## src/rtl/riscv_ctrl_pkg.sv

```systemverilog
// Shared constants and types for the multicycle RISC-V control unit.
package riscv_ctrl_pkg;

  localparam int unsigned OP_W  = 7;
  localparam int unsigned RET_W = 32;

  localparam logic [OP_W-1:0] OP_RTYPE  = 7'b0110011;
  localparam logic [OP_W-1:0] OP_ITYPE  = 7'b0010011;
  localparam logic [OP_W-1:0] OP_LOAD   = 7'b0000011;
  localparam logic [OP_W-1:0] OP_STORE  = 7'b0100011;
  localparam logic [OP_W-1:0] OP_BRANCH = 7'b1100011;
  localparam logic [OP_W-1:0] OP_JAL    = 7'b1101111;
  localparam logic [OP_W-1:0] OP_JALR   = 7'b1100111;
  localparam logic [OP_W-1:0] OP_HALT   = 7'h7f;

  localparam logic [1:0] ALU_ADD = 2'b00;
  localparam logic [1:0] ALU_BR  = 2'b01;
  localparam logic [1:0] ALU_R   = 2'b10;
  localparam logic [1:0] ALU_I   = 2'b11;

  localparam logic [1:0] PC_PLUS4 = 2'b00;
  localparam logic [1:0] PC_IMM   = 2'b01;
  localparam logic [1:0] PC_JALR  = 2'b10;

  typedef enum logic [2:0] {
    S_FETCH  = 3'd0,
    S_DECODE = 3'd1,
    S_EXEC   = 3'd2,
    S_MEM    = 3'd3,
    S_WB     = 3'd4,
    S_HALT   = 3'd5
  } state_e;

  typedef enum logic [3:0] {
    CL_NONE   = 4'd0,
    CL_R      = 4'd1,
    CL_I      = 4'd2,
    CL_LOAD   = 4'd3,
    CL_STORE  = 4'd4,
    CL_BRANCH = 4'd5,
    CL_JAL    = 4'd6,
    CL_JALR   = 4'd7,
    CL_HALT   = 4'd8
  } iclass_e;

  typedef struct packed {
    iclass_e    cls;
    logic [1:0] aluop;
    logic       alusrc;
  } dec_t;

  // Map a raw opcode to its instruction class; CL_NONE marks unsupported opcodes.
  function automatic iclass_e op_class(input logic [OP_W-1:0] op);
    iclass_e cls;
    case (op)
      OP_RTYPE:  cls = CL_R;
      OP_ITYPE:  cls = CL_I;
      OP_LOAD:   cls = CL_LOAD;
      OP_STORE:  cls = CL_STORE;
      OP_BRANCH: cls = CL_BRANCH;
      OP_JAL:    cls = CL_JAL;
      OP_JALR:   cls = CL_JALR;
      OP_HALT:   cls = CL_HALT;
      default:   cls = CL_NONE;
    endcase
    return cls;
  endfunction

endpackage

```

## src/rtl/multicycle_ctrl_if.sv

```systemverilog
// Controller <-> datapath/memory handshake and control bundle.
interface multicycle_ctrl_if import riscv_ctrl_pkg::*; ();

  logic [OP_W-1:0]  opcode;
  logic             imem_ready;
  logic             dmem_ready;
  logic             branch_taken;

  logic             imem_req;
  logic             ir_write;
  logic             pc_write;
  logic [1:0]       pc_sel;
  logic [1:0]       aluop;
  logic             alusrc;
  logic             mem_read;
  logic             mem_write;
  logic             mem_to_reg;
  logic             wb_link;
  logic             reg_write;
  logic             illegal;
  logic             halted;
  logic [RET_W-1:0] retired;

  modport slave (
    input  opcode, imem_ready, dmem_ready, branch_taken,
    output imem_req, ir_write, pc_write, pc_sel, aluop, alusrc,
           mem_read, mem_write, mem_to_reg, wb_link, reg_write,
           illegal, halted, retired
  );

  modport master (
    output opcode, imem_ready, dmem_ready, branch_taken,
    input  imem_req, ir_write, pc_write, pc_sel, aluop, alusrc,
           mem_read, mem_write, mem_to_reg, wb_link, reg_write,
           illegal, halted, retired
  );

endinterface

```

## src/rtl/main_decoder.sv

```systemverilog
// Combinational main decoder: latched opcode -> class, ALU op and operand select.
module main_decoder
  import riscv_ctrl_pkg::*;
(
  input  logic [OP_W-1:0] i_op,
  output dec_t            o_dec_c
);

  iclass_e w_cls;

  assign w_cls = op_class(i_op);

  // ALU control per instruction class (only consumed in EXEC).
  always_comb begin
    o_dec_c        = '0;
    o_dec_c.cls    = w_cls;
    case (w_cls)
      CL_R:      begin o_dec_c.aluop = ALU_R;   o_dec_c.alusrc = 1'b0; end
      CL_I:      begin o_dec_c.aluop = ALU_I;   o_dec_c.alusrc = 1'b1; end
      CL_LOAD,
      CL_STORE:  begin o_dec_c.aluop = ALU_ADD; o_dec_c.alusrc = 1'b1; end
      CL_BRANCH,
      CL_JAL:    begin o_dec_c.aluop = ALU_BR;  o_dec_c.alusrc = 1'b0; end
      CL_JALR:   begin o_dec_c.aluop = ALU_ADD; o_dec_c.alusrc = 1'b1; end
      default:   begin o_dec_c.aluop = ALU_ADD; o_dec_c.alusrc = 1'b0; end
    endcase
  end

endmodule

```

## src/rtl/multicycle_ctrl.sv

```systemverilog
// Multicycle RISC-V control FSM with retired-instruction counter.
// Control strobes are combinational (Mealy on the ready inputs) so a memory
// handshake completes in the same cycle the ready arrives.
module multicycle_ctrl
  import riscv_ctrl_pkg::*;
(
  input  logic             clk,
  input  logic             rst_n,
  multicycle_ctrl_if.slave io_bus
);

  state_e           r_state;
  state_e           w_state_nxt;
  logic [OP_W-1:0]  r_op;
  logic [RET_W-1:0] r_retired;
  wire  [RET_W-1:0] w_retired_nxt;
  logic             w_retire;
  dec_t             w_dec;
  iclass_e          w_raw_cls;

  main_decoder u_main_decoder (
    .i_op    (r_op),
    .o_dec_c (w_dec)
  );

  assign w_raw_cls     = op_class(io_bus.opcode);
  assign w_retired_nxt = r_retired + RET_W'(w_retire);
  assign io_bus.retired = r_retired;

  // State register.
  always_ff @(posedge clk or negedge rst_n) begin
    if (!rst_n) r_state <= S_FETCH;
    else        r_state <= w_state_nxt;
  end

  // Capture the opcode while in DECODE; EXEC/MEM/WB work from this copy.
  always_ff @(posedge clk or negedge rst_n) begin
    if (!rst_n)                    r_op <= '0;
    else if (r_state == S_DECODE)  r_op <= io_bus.opcode;
  end

  // Retired-instruction counter, wraps naturally at 2^32.
  always_ff @(posedge clk or negedge rst_n) begin
    if (!rst_n) r_retired <= '0;
    else        r_retired <= w_retired_nxt;
  end

  // Next-state and control strobes.
  always_comb begin
    w_state_nxt       = r_state;
    w_retire          = 1'b0;
    io_bus.imem_req   = 1'b0;
    io_bus.ir_write   = 1'b0;
    io_bus.pc_write   = 1'b0;
    io_bus.pc_sel     = PC_PLUS4;
    io_bus.aluop      = ALU_ADD;
    io_bus.alusrc     = 1'b0;
    io_bus.mem_read   = 1'b0;
    io_bus.mem_write  = 1'b0;
    io_bus.mem_to_reg = 1'b0;
    io_bus.wb_link    = 1'b0;
    io_bus.reg_write  = 1'b0;
    io_bus.illegal    = 1'b0;
    io_bus.halted     = 1'b0;

    case (r_state)
      S_FETCH: begin
        io_bus.imem_req = 1'b1;
        if (io_bus.imem_ready) begin
          io_bus.ir_write = 1'b1;
          io_bus.pc_write = 1'b1;
          io_bus.pc_sel   = PC_PLUS4;
          w_state_nxt     = S_DECODE;
        end
      end

      S_DECODE: begin
        case (w_raw_cls)
          CL_HALT: w_state_nxt = S_HALT;
          CL_NONE: begin
            io_bus.illegal = 1'b1;
            w_state_nxt    = S_FETCH;
          end
          default: w_state_nxt = S_EXEC;
        endcase
      end

      S_EXEC: begin
        io_bus.aluop  = w_dec.aluop;
        io_bus.alusrc = w_dec.alusrc;
        case (w_dec.cls)
          CL_R, CL_I:          w_state_nxt = S_WB;
          CL_LOAD, CL_STORE:   w_state_nxt = S_MEM;
          CL_BRANCH: begin
            io_bus.pc_write = io_bus.branch_taken;
            io_bus.pc_sel   = PC_IMM;
            w_retire        = 1'b1;
            w_state_nxt     = S_FETCH;
          end
          CL_JAL: begin
            io_bus.pc_write = 1'b1;
            io_bus.pc_sel   = PC_IMM;
            w_state_nxt     = S_WB;
          end
          CL_JALR: begin
            io_bus.pc_write = 1'b1;
            io_bus.pc_sel   = PC_JALR;
            w_state_nxt     = S_WB;
          end
          default:             w_state_nxt = S_FETCH;
        endcase
      end

      S_MEM: begin
        io_bus.aluop  = ALU_ADD;
        io_bus.alusrc = 1'b1;
        case (w_dec.cls)
          CL_LOAD: begin
            io_bus.mem_read = 1'b1;
            if (io_bus.dmem_ready) w_state_nxt = S_WB;
          end
          CL_STORE: begin
            io_bus.mem_write = 1'b1;
            if (io_bus.dmem_ready) begin
              w_retire    = 1'b1;
              w_state_nxt = S_FETCH;
            end
          end
          default: w_state_nxt = S_FETCH;
        endcase
      end

      S_WB: begin
        io_bus.reg_write  = 1'b1;
        io_bus.mem_to_reg = (w_dec.cls == CL_LOAD);
        io_bus.wb_link    = (w_dec.cls == CL_JAL) || (w_dec.cls == CL_JALR);
        w_retire          = 1'b1;
        w_state_nxt       = S_FETCH;
      end

      S_HALT: begin
        io_bus.halted = 1'b1;
      end

      default: w_state_nxt = S_FETCH;
    endcase
  end

endmodule

```

## src/flat_wrapper.sv

```systemverilog
// flat-port wrapper written by rule: the top's interface ports become plain ports
module multicycle_ctrl_flat import riscv_ctrl_pkg::*;
  (clk, rst_n, io_bus_opcode, io_bus_imem_ready, io_bus_dmem_ready, io_bus_branch_taken, io_bus_imem_req, io_bus_ir_write, io_bus_pc_write, io_bus_pc_sel, io_bus_aluop, io_bus_alusrc, io_bus_mem_read, io_bus_mem_write, io_bus_mem_to_reg, io_bus_wb_link, io_bus_reg_write, io_bus_illegal, io_bus_halted, io_bus_retired);
  multicycle_ctrl_if io_bus_i ();
  input  logic clk;
  input  logic rst_n;
  input wire logic [$bits(io_bus_i.opcode)-1:0] io_bus_opcode;
  input wire logic [$bits(io_bus_i.imem_ready)-1:0] io_bus_imem_ready;
  input wire logic [$bits(io_bus_i.dmem_ready)-1:0] io_bus_dmem_ready;
  input wire logic [$bits(io_bus_i.branch_taken)-1:0] io_bus_branch_taken;
  output wire logic [$bits(io_bus_i.imem_req)-1:0] io_bus_imem_req;
  output wire logic [$bits(io_bus_i.ir_write)-1:0] io_bus_ir_write;
  output wire logic [$bits(io_bus_i.pc_write)-1:0] io_bus_pc_write;
  output wire logic [$bits(io_bus_i.pc_sel)-1:0] io_bus_pc_sel;
  output wire logic [$bits(io_bus_i.aluop)-1:0] io_bus_aluop;
  output wire logic [$bits(io_bus_i.alusrc)-1:0] io_bus_alusrc;
  output wire logic [$bits(io_bus_i.mem_read)-1:0] io_bus_mem_read;
  output wire logic [$bits(io_bus_i.mem_write)-1:0] io_bus_mem_write;
  output wire logic [$bits(io_bus_i.mem_to_reg)-1:0] io_bus_mem_to_reg;
  output wire logic [$bits(io_bus_i.wb_link)-1:0] io_bus_wb_link;
  output wire logic [$bits(io_bus_i.reg_write)-1:0] io_bus_reg_write;
  output wire logic [$bits(io_bus_i.illegal)-1:0] io_bus_illegal;
  output wire logic [$bits(io_bus_i.halted)-1:0] io_bus_halted;
  output wire logic [$bits(io_bus_i.retired)-1:0] io_bus_retired;
  assign io_bus_i.opcode = io_bus_opcode;
  assign io_bus_i.imem_ready = io_bus_imem_ready;
  assign io_bus_i.dmem_ready = io_bus_dmem_ready;
  assign io_bus_i.branch_taken = io_bus_branch_taken;
  assign io_bus_imem_req = io_bus_i.imem_req;
  assign io_bus_ir_write = io_bus_i.ir_write;
  assign io_bus_pc_write = io_bus_i.pc_write;
  assign io_bus_pc_sel = io_bus_i.pc_sel;
  assign io_bus_aluop = io_bus_i.aluop;
  assign io_bus_alusrc = io_bus_i.alusrc;
  assign io_bus_mem_read = io_bus_i.mem_read;
  assign io_bus_mem_write = io_bus_i.mem_write;
  assign io_bus_mem_to_reg = io_bus_i.mem_to_reg;
  assign io_bus_wb_link = io_bus_i.wb_link;
  assign io_bus_reg_write = io_bus_i.reg_write;
  assign io_bus_illegal = io_bus_i.illegal;
  assign io_bus_halted = io_bus_i.halted;
  assign io_bus_retired = io_bus_i.retired;
  multicycle_ctrl u_core (.clk(clk), .rst_n(rst_n), .io_bus(io_bus_i));
endmodule
```

## config.mk

```make
export PLATFORM = sky130hd
export DESIGN_NAME = multicycle_ctrl_flat
export DESIGN_NICKNAME = d
export VERILOG_FILES = /design/src/rtl/riscv_ctrl_pkg.sv /design/src/rtl/multicycle_ctrl_if.sv /design/src/rtl/main_decoder.sv /design/src/rtl/multicycle_ctrl.sv /design/src/flat_wrapper.sv
export SDC_FILE = /design/constraint.sdc
export NUM_CORES = 1
export LEC_CHECK = 0
export CAP_MARGIN = 5
export CORE_MARGIN = 5
export CORE_UTILIZATION = 38
export DETAILED_ROUTE_END_ITERATION = 16
export SLEW_MARGIN = 0
export SYNTH_ARGS = -nofsm -noshare
export SYNTH_HDL_FRONTEND = slang
export SYNTH_SLANG_ARGS = --single-unit
export TNS_END_PERCENT = 10
```

## constraint.sdc

```tcl
create_clock -name clk -period 4 [get_ports clk]
set_input_delay 0.8 -clock clk [delete_from_list [all_inputs] [get_ports clk]]
set_output_delay 0.8 -clock clk [all_outputs]
set_load 0.1 [all_outputs]
```

## Word level (Yosys, flattened, before mapping)

Index checks and enable logic that the tools add are counted.

| word-level totals | value |
|---|---|
| logic and storage cells | 79 |
| register bits | 42 |
| output and inout port bits | 47 |

| cells by class | value |
|---|---|
| $add $sub $neg | 1 |
| reductions and logical operators | 9 |
| equal/unequal tests | 32 |
| muxes and demuxes | 33 |
| bitwise gates (word level) | 1 |

Operator list:

| cell | count |
|---|---|
| 4-bit case mux with 8 select lines | 2 |
| 7-bit == test (second input constant) | 8 |
| 32-bit by 1-bit adder with 32-bit output | 1 |
| 7-bit by 6-bit == test with 1-bit output (second input constant) | 4 |
| 3-bit case mux with 2 select lines | 3 |
| 4-bit by 3-bit == test with 1-bit output (second input constant) | 4 |
| 1-bit two-way mux | 16 |
| 3-bit case mux with 5 select lines | 1 |
| 7-bit by 2-bit == test with 1-bit output (second input constant) | 2 |
| 7-bit by 5-bit == test with 1-bit output (second input constant) | 2 |
| 3-bit case mux with 4 select lines | 1 |
| 3-bit two-way mux | 3 |
| 4-bit by 2-bit == test with 1-bit output (second input constant) | 2 |
| 3-bit by 2-bit == test with 1-bit output (second input constant) | 2 |
| 3-bit == test (second input constant) | 2 |
| 3-bit inequality test (second input constant) | 2 |
| 1-bit case mux with 2 select lines | 3 |
| 2-bit OR reduction | 3 |
| 4-bit by 1-bit == test with 1-bit output (second input constant) | 1 |
| 4-bit == test (second input constant) | 1 |
| 4-bit logical NOT | 1 |
| 2-bit two-way mux | 2 |
| 2-bit case mux with 2 select lines | 1 |
| 4-bit AND reduction | 1 |
| 8 further kinds | 8 |

## Longest topological paths before layout

Gate-level depths: netlist of run 1.

| depth | value |
|---|---|
| word-level depth | 6 |
| depth in mapped cells | 12 |

## Hierarchy

Synthesis of run 1 repeated with hierarchy kept, for this count alone.

| second synthesis, totals | value |
|---|---|
| cell total of the unflattened synthesis | 241 |
| area, all modules | 2391.0 um^2 |

Modules (own cells, without submodules):

| module | area an instance (um^2) | seq. area each (um^2) | cells each | times used |
|---|---|---|---|---|
| multicycle_ctrl | 2203.4 | 1051.0 | 214 | 1 |
| main_decoder | 187.7 | 0.0 | 27 | 1 |

## Worst setup path after synthesis of run 1

OpenSTA, ideal clock, no wires.

| timing path | value |
|---|---|
| kind | register to output |
| from | register u_core.r_state[0] |
| to | output port io_bus_pc_write |
| setup slack | -1.357 ns |
| buffers on the path | 1 |
| data required time | 3.200 ns |
| arrival time | 4.557 ns |
| cell stages (with the launch flop) | 5 |
| cells stage by stage | dfrtp_1 -> clkbuf_1 -> nor3_1 -> and2_1 -> o21bai_1 |

| on the way | value |
|---|---|
| cells in the longest elaborated chain, start to end | 2 |
| elaborated cells between the ends (all ways) | 3 |

RTL lines:

| item | RTL line | text |
|---|---|---|
| start: declaration | multicycle_ctrl.sv:12 | `state_e r_state;` |
| start signal: assignment | multicycle_ctrl.sv:33 | `else r_state <= w_state_nxt;` |
| 3-bit by 2-bit == test with 1-bit output or 3-bit logical NOT (tied branches) | multicycle_ctrl.sv:66 | `case (r_state)` |
| 1-bit case mux with 2 select lines (*) | multicycle_ctrl.sv:66 |  |
| end: declaration | flat_wrapper.sv:13 | `output wire logic [$bits(io_bus_i.pc_write)-1:0] io_bus_pc_write;` |

Every way passes the cells marked *; elsewhere a longest branch is shown, timed or not.

## Worst setup path after layout of run 1

| timing path | value |
|---|---|
| from | register u_core.r_op[3] |
| to | register u_core.r_retired[18] (netlist: u_core.io_bus.retired[18]) |

| on the way | value |
|---|---|
| cells in the longest elaborated chain, start to end | 6 |
| elaborated cells between the ends (all ways) | 15 |

RTL lines:

| item | RTL line | text |
|---|---|---|
| start: declaration | multicycle_ctrl.sv:14 | `logic [OP_W-1:0] r_op;` |
| start signal: assignment | multicycle_ctrl.sv:39 | `else if (r_state == S_DECODE) r_op <= io_bus.opcode;` |
| 7-bit == test (tied with other cells) | riscv_ctrl_pkg.sv:55 | `case (op)` |
| 4-bit case mux with 8 select lines (*) | riscv_ctrl_pkg.sv:55 |  |
| 4-bit by 3-bit == test with 1-bit output (on tied branches) | multicycle_ctrl.sv:117, multicycle_ctrl.sv:91 |  |
| 1-bit two-way mux (on tied branches) | multicycle_ctrl.sv:117, multicycle_ctrl.sv:91 |  |
| 1-bit case mux with 3 select lines (*) | multicycle_ctrl.sv:66 |  |
| 32-bit by 1-bit adder with 32-bit output (*) | multicycle_ctrl.sv:27 | `assign w_retired_nxt = r_retired + RET_W'(w_retire);` |
| net u_core.w_retired_nxt[18] | multicycle_ctrl.sv:16 | `wire [RET_W-1:0] w_retired_nxt;` |
| end signal: assignment | multicycle_ctrl.sv:45 | `else r_retired <= w_retired_nxt;` |
| end: declaration | multicycle_ctrl.sv:15 | `logic [RET_W-1:0] r_retired;` |

The timed path passes the listed nets; every way through them passes the cells marked *.
A chain may end at the register's enable or synchronous reset.

==> results of run 1 <==
## synth_stat cells (all sizes together) (2+ instances only)
| library cell | instances | share of area (%) |
|---|---|---|
| o311ai | 2 | 0.77 |
| or2 | 2 | 0.66 |
| and4 | 3 | 1.1 |
| nor4 | 6 | 1.6 |
| and3 | 4 | 1.1 |
| dfrtp | 42 | 46 |
| o21ai | 6 | 1.3 |
| nand2 | 18 | 3.0 |
| ha | 2 | 1.1 |
| nand3b | 4 | 1.3 |
| or3 | 2 | 0.55 |
| nor2 | 11 | 1.8 |
| mux2 | 5 | 2.5 |
| o21a | 2 | 0.66 |
| clkbuf | 4 | 0.66 |
| buf | 5 | 1.4 |
| nor2b | 2 | 0.55 |
| a21oi | 7 | 1.5 |
| xnor2 | 24 | 9.2 |
| o21bai | 2 | 0.66 |
| nand3 | 19 | 4.2 |
| xor2 | 7 | 2.7 |
| nand2b | 6 | 1.6 |
| nor3 | 9 | 2.0 |
| and2 | 2 | 0.55 |
| inv | 8 | 1.3 |
| nand4 | 13 | 3.6 |
## worst max-delay path: cells and delay by family, from the launching register on
kind                     cells  cell delay [ns]
flip-flops                   1             0.46
AO/OA/AOI/OAI                2             0.76
AND/OR/NAND/NOR              5             1.37
adder cells (fa/ha/maj)      2             0.45
XOR/XNOR                     1             0.15
## final timing paths
kind,slack [ns],to,depth (start not counted)
max in group asynchronous,2.77,u_core.r_state[1],1
min in group asynchronous,0.65,u_core.io_bus.retired[17],1
setup reg to reg,0.69,u_core.io_bus.retired[18],10
setup / recovery,0.69,u_core.io_bus.retired[18],10
hold reg to reg,0.48,u_core.io_bus.retired[31],1
hold / removal,0.48,u_core.io_bus.retired[31],1
## cell families after synthesis
logic type                 after synthesis  share of synthesized area (%)
buffers and inverters                   17                           3.33
muxes                                    5                           2.46
adders and majority gates                2                           1.09
DFF                                     42                           45.9
AOI/OAI and AO/OA                       32                           9.89
and+or+nand+nor                        106                           25.5
xor gates and xnor gates                31                           11.9
## layer usage
metal | vias to the layer above | part of all wire (%) | GRT usage, %
met5 | - | 0 | 0
met4 | 0 | 0.95 | 4.04
met3 | 6 | 6.9 | 4.61
met2 | 59 | 47 | 25.3
met1 | 920 | 45 | 19.5
li1 | 964 | - | -
## flip-flops by register name, summed over array words and instances (netlist names)
| name | count |
|---|---|
| u_core.io_bus.retired | 32 |
| u_core.r_state | 3 |
| u_core.r_op | 7 |
## layout make-up
class,instances,area (µm²),area share [%]
multi-input combinational,176,1170,39.3
sequential,42,1050,35.2
timing repair buffer,60,556,18.6
tap,75,93.8,3.15
clock buffer,5,68.8,2.31
inverter,8,30.0,1.01
clock inverter,2,10.0,0.336
## metrics by stage
| stage | worst slack (ns) | cell area (µm²) | power [µW] |
|---|---|---|---|
| finish | 0.687 | 2980 | 1440 |
| global route | 0.213 | 2980 | 1540 |
| CTS | 0.656 | 2980 | 1460 |
| detailed placement | 0.683 | 2900 | 1200 |
| global placement | 0.744 | 2900 | 1200 |
| floorplan | -0.885 | 2300 | 1050 |
## power by group through the flow
stage	logic [µW]	clock network [µW]	registers (µW)
floorplan	438	0	616
global placement	596	0	599
detailed placement	602	0	596
CTS	606	267	587
global route	649	285	607
finish	600	254	589
==> summary.md, run 1 <==
| Metric | Value |
|---|---|
| H-tree Lvls | `2` |
| First-pass GRT wire length | `9250 µm` |
| Total CTS buffers | `5` |
| Routed WL | `about 5600 µm` |
| Kind of critical path | `reg -> reg` |
| Ys Warns | `0` |
| Register area share after synthesis | `between 40% and 50%` |
| CP max-delay cell | `dfrtp_1` |
| 1st-iter DRT viols | `57` |
| EDFF count, synth | `0` |
| Routed Antenna Nets | `0` |
| IO Pins | `between 50 and 60` |
| Starting Density | `between 30 and 40%` |
| Core box area | `5890 µm²` |
| Setup bufs post-CTS | `0` |
| Via density | `5.30` |
| Hold_sp | `u_core.io_bus.retired[31]` |
| Post-route insts no fill | `about 370` |
| Outcome | `finished, final reports clean` |
| Setup crit start kind | `flip-flop` |
| Root Buffer Master | `clkbuf_8` |
| RSZ-0062 raised after global routing | `no` |
| Clk buf depth | `2` |
| Most frequent cells in the layout | `clkdlybuf4s50_1, dfrtp_1, xnor2_1` |
| Crit Path Max Fanout | `9` |
| Reg2Reg Launch Point | `u_core.r_op[3]` |
| Sw power | `approximately 660 µW` |
| Remaining Overflow, GRT | `0` |
| Final Hold Vio Count | `0` |
| Syn Nets | `roughly 250` |
| Vias in the first global route | `between 1500 and 2000` |
| Fmax | `around 300 MHz` |
| Syn_area_per_cell | `9.74 µm²` |
| Syn Inst Count | `approximately 240` |
| Diode count | `0` |
| Die ar. | `about 7700 µm²` |
| Post-CTS sizing | `0` |
| Cells after DPL | `361` |
| Worst-Margin Slew | `between 0.9 and 1 ns` |
| Setup TNS | `0 ns` |
| Max Slew Vio Count | `0` |
| Die width | `around 90 µm` |
| DR vias | `between 1500 and 2000` |
| Worst min-delay path class | `reg -> reg` |
| Post-CTS Hold Fix Bufs | `0` |
| Residual DRC | `0` |
| Internal | `785 µW` |
| CTS clk-pin slew, worst paths | `0.08 ns` |
| Max_cap viols | `0` |
| 1st-pass router iterations | `4` |
| HPWL Detailed | `between 4000 and 5000 µm` |
| Seq cells post-synth | `42` |
| Switching Share | `45.6%` |
| CP endpoint kind | `flip-flop` |
| Delay of the slowest cell on the worst path | `between 0.4 and 0.5 ns` |
| Final min period | `around 3.3 ns` |
| Clock share of power | `between 15 and 20%` |
| # port buffers | `58` |
| Cell Pwr Density | `just under 500 nW/µm²` |
| GR Util All Layers | `between 10% and 20%` |
| Num Clock Sinks | `between 40 and 50` |
| Slew HR | `a little over a third` |
| Worst Path Required | `4.17 ns` |
| Layout cell share with drive strength beyond 1 | `between 10% and 20%` |
| Lkg Pwr | `approximately 0.0012 µW` |
| Main synth FF type | `dfrtp_1` |
| Worst setup path start | `u_core.r_op[3]` |
| Logic gate share of total power | `41.6%` |
| Sequential Power Share | `approximately 40%` |
| Final period util | `about 83%` |
| Clk_skew | `0.00308 ns` |
| WHS | `0.478 ns` |
| Unique masters post-synth | `48` |
| GP Congestion | `roughly 0.92` |
| Largest net degree at the start of global routing | `between 40 and 50` |
| Final nets | `307` |
| Row cnt | `28` |
| Cell area after synthesis | `between 2000 and 2500 µm²` |
| Asr flop ratio synth | `between 90% and 100%` |
| CTS tree | `done` |
| Clk Latency, worst-skew pair | `0.28 ns` |
| Synthesis-to-finish area growth | `30.3%` |
| Final setup vio count | `0` |
| CP most frequent cell | `ha_1` |
| Wire per inst | `15.1 µm` |
| Die Span Y | `between 80 and 90 µm` |
| Antenna violations before repair | `0` |
| Commonest non-fill, non-tap cell in the layout | `clkdlybuf4s50_1` |
| # fillers | `between 500 and 600` |
| Maximum vdd drop | `~0.41 mV` |
| Signal arrival time at the worst endpoint | `about 3.5 ns` |
| Final core utilization | `about half` |
| CP cell instances | `or2_2 > a21oi_1 > nand2_1 > o311ai_0 > ha_1 > ha_1 > nand3_1 > nor3_1 > nand4_1 > xnor2_1` |
Note: power is estimated with default switching activity, not from simulation.
==> inputs of run 2 (changes only) <==
==> constraint.sdc (replaced) <==
create_clock -name clk -period 3.2 [get_ports clk]
set_input_delay 0.64 -clock clk [delete_from_list [all_inputs] [get_ports clk]]
set_output_delay 0.64 -clock clk [all_outputs]
set_load 0.1 [all_outputs]
==> run 2 against run 1 <==
Sequential share of layout area fell by 1.1 points; final area increased by 3.1%; highest routed layer unchanged; register-to-register slack got worse by 0.37 ns; worst hold slack better by 0.0049 ns; largest cell class unchanged; critical path type is now reg -> out.
==> summary.md, run 2 (same netlist as run 1, synthesis figures left out) <==
| Metric | Value |
|---|---|
| Switching Share | `45.4% (was 45.6%)` |
| Max_cap viols | `0 (unchanged)` |
| CP endpoint kind | `primary output (was flip-flop)` |
| Diode count | `0 (unchanged)` |
| Starting Density | `38.9% (unchanged)` |
| Worst r2r dst | `u_core.io_bus.retired[13] (was u_core.io_bus.retired[18])` |
| Vias in the first global route | `2017 (was 1869)` |
| Final Hold Vio Count | `0 (unchanged)` |
| Worst min-delay path class | `reg -> reg (unchanged)` |
| Total CTS buffers | `5 (unchanged)` |
| Die ar. | `7680 µm² (unchanged)` |
| Clk buf depth | `2 (unchanged)` |
| Clock share of power | `17.2% (was 17.6%)` |
| Wire per inst | `15.4 µm (was 15.1 µm)` |
| Kind of critical path | `reg -> out (was reg -> reg)` |
| Cell Pwr Density | `610 nW/µm² (was 484 nW/µm²)` |
| Clk Latency, worst-skew pair | `0.29 ns (was 0.28 ns)` |
| IO Pins | `59 (unchanged)` |
| Die width | `87.6 µm (unchanged)` |
| Signal arrival time at the worst endpoint | `2.35 ns (was 3.49 ns)` |
| Setup crit start kind | `flip-flop (unchanged)` |
| Reg2Reg Depth | `9 (was 10)` |
| Logic gate share of total power | `45.4% (was 41.6%)` |
| DR vias | `1986 (was 1949)` |
| Worst-Margin Slew | `0.963 ns (was 0.970 ns)` |
| Die Span Y | `87.6 µm (unchanged)` |
| RSZ-0062 raised after global routing | `no (unchanged)` |
| Worst Path Required | `2.56 ns (was 4.17 ns)` |
| 1st-pass router iterations | `4 (unchanged)` |
| GR Util All Layers | `16.2% (was 15.3%)` |
| CTS clk-pin slew, worst paths | `0.08 ns (about the same)` |
| Core box area | `5890 µm² (unchanged)` |
| Residual DRC | `0 (unchanged)` |
| Via density | `5.28 (was 5.30)` |
| Antenna violations before repair | `0 (unchanged)` |
| Hold_sp | `u_core.io_bus.retired[31] (unchanged)` |
| 1st-iter DRT viols | `54 (was 57)` |
| Sw power | `852 µW (was 659 µW)` |
| Internal | `1020 µW (was 785 µW)` |
| Slew HR | `35.8% (was 35.1%)` |
| Largest net degree at the start of global routing | `43 (unchanged)` |
| Final nets | `315 (was 307)` |
| Clk_skew | `0.0115 ns (was 0.00308 ns)` |
| First-pass GRT wire length | `9760 µm (was 9250 µm)` |
| GP Congestion | `0.845 (was 0.917)` |
| FF-to-FF setup slack | `0.32 ns (was 0.69 ns)` |
| Post-CTS Hold Fix Bufs | `0 (unchanged)` |
| Crit Path Max Fanout | `9 (unchanged)` |
| Lkg Pwr | `0.00136 µW (was 0.00123 µW)` |
| Root Buffer Master | `clkbuf_8 (unchanged)` |
| Post-CTS sizing | `0 (unchanged)` |
| Post-route insts no fill | `376 (was 368)` |
| Final setup vio count | `0 (unchanged)` |
| Overall power | `1880 µW (was 1440 µW)` |
| Hold path cells | `1 (unchanged)` |
| Maximum vdd drop | `0.437 mV (was 0.408 mV)` |
| Outcome | `finished, final reports clean (unchanged)` |
| Commonest non-fill, non-tap cell in the layout | `buf_4 (was clkdlybuf4s50_1)` |
| Cells after DPL | `369 (was 361)` |
| Layout cell share with drive strength beyond 1 | `26.6% (was 11.9%)` |
| Synthesis-to-finish area growth | `34.3% (was 30.3%)` |
| Row cnt | `28 (unchanged)` |
| H-tree Lvls | `2 (unchanged)` |
| Routed Antenna Nets | `0 (unchanged)` |
| HPWL Detailed | `4490 µm (was 4270 µm)` |
| Worst hold endpoint | `u_core.io_bus.retired[31] (unchanged)` |
| Sequential Power Share | `37.4% (was 40.8%)` |
| # port buffers | `58 (unchanged)` |
| Most frequent cells in the layout | `buf_4, dfrtp_1, xnor2_1 (was clkdlybuf4s50_1, dfrtp_1, xnor2_1)` |
| Final period util | `93.4%` |
| Routed WL | `5790 µm (was 5560 µm)` |
| Max Slew Vio Count | `0 (unchanged)` |
| Remaining Overflow, GRT | `0 (unchanged)` |
| Reg2Reg Launch Point | `u_core.r_op[4] (was u_core.r_op[3])` |
| Num Clock Sinks | `42 (unchanged)` |
| Fmax | `~330 MHz` |
| Max reg flops | `32 (unchanged)` |
| Setup bufs post-CTS | `0 (unchanged)` |
| Final min period | `2.99 ns` |
| CTS tree | `done (unchanged)` |
run 2: worst max-delay path by stage:
stage / start / endpoint / slack, ns / depth (start not counted)
detailed placement: u_core.r_op[4] / u_core.io_bus.retired[14] / 0.22 / 10
CTS: u_core.r_op[3] / io_bus_aluop[0] / 0.20 / 5
floorplan: u_core.r_op[6] / io_bus_pc_sel[1] / -0.36 / 5
global placement: io_bus_dmem_ready / u_core.io_bus.retired[18] / 0.37 / 9
global route: u_core.r_op[4] / u_core.io_bus.retired[13] / 0.03 / 9
finish: u_core.r_op[3] / io_bus_aluop[0] / 0.21 / 5
run 2: area by class of cell:
cell class | count | area, µm²
fillers | 580 | 2810
clock inverters | 2 | 10.0
repair buffers | 68 | 621
well taps | 75 | 93.8
inverters | 8 | 30.0
flip-flops and latches | 42 | 1050
multi-input cells | 176 | 1200
clock buffers | 5 | 68.8
run 2: critical path: stages, from the launching register on:
cell and delay [ns]:
dfrtp_1 0.48, or3_1 0.53, o22ai_1 0.36, o21ai_0 0.15, a21oi_1 0.32, buf_12 0.22
run 2: per-stage QoR:
step / util (%) / worst slack (ns) / hold slack [ns] / area (µm²) / TNS (ns)
floorplan: - / -0.357 / 0.344 / 2320 / -1.90
global placement: 50.8 / 0.371 / 0.466 / 2990 / 0
detailed placement: 50.8 / 0.215 / 0.469 / 2990 / 0
CTS: 52.2 / 0.200 / 0.486 / 3070 / 0
global route: 52.3 / 0.0337 / 0.523 / 3080 / 0
finish: 52.3 / 0.210 / 0.483 / 3080 / 0
run 2: power by group through the flow:
stage / combinational, µW / clock, µW / sequential, µW
floorplan: 564 / 0 / 770
global route: 914 / 367 / 717
detailed placement: 856 / 0 / 709
finish: 852 / 323 / 702
global placement: 855 / 0 / 705
CTS: 859 / 341 / 698
run 2: metal layers:
| metal | routed length (µm) | share of wire, % | GRT usage [%] | vias to the layer above |
|---|---|---|---|---|
| met5 | 0 | 0 | 0 | - |
| met4 | 58 | 1.0 | 4.60 | 0 |
| met3 | 331 | 5.7 | 3.67 | 6 |
| met2 | 2870 | 50 | 27.9 | 52 |
| met1 | 2530 | 44 | 20.2 | 953 |
| li1 | - | - | - | 975 |
==> inputs of run 3 (changes only) <==
--- a/config.mk
+++ b/config.mk
@@ -9,6 +9,7 @@
 export CORE_MARGIN = 5
 export CORE_UTILIZATION = 38
 export DETAILED_ROUTE_END_ITERATION = 16
+export HOLD_SLACK_MARGIN = 0.1
 export SLEW_MARGIN = 0
 export SYNTH_ARGS = -nofsm -noshare
 export SYNTH_HDL_FRONTEND = slang
==> results of run 3 <==
Same layout as run 2: the final DEF is identical, and so are final timing and power.
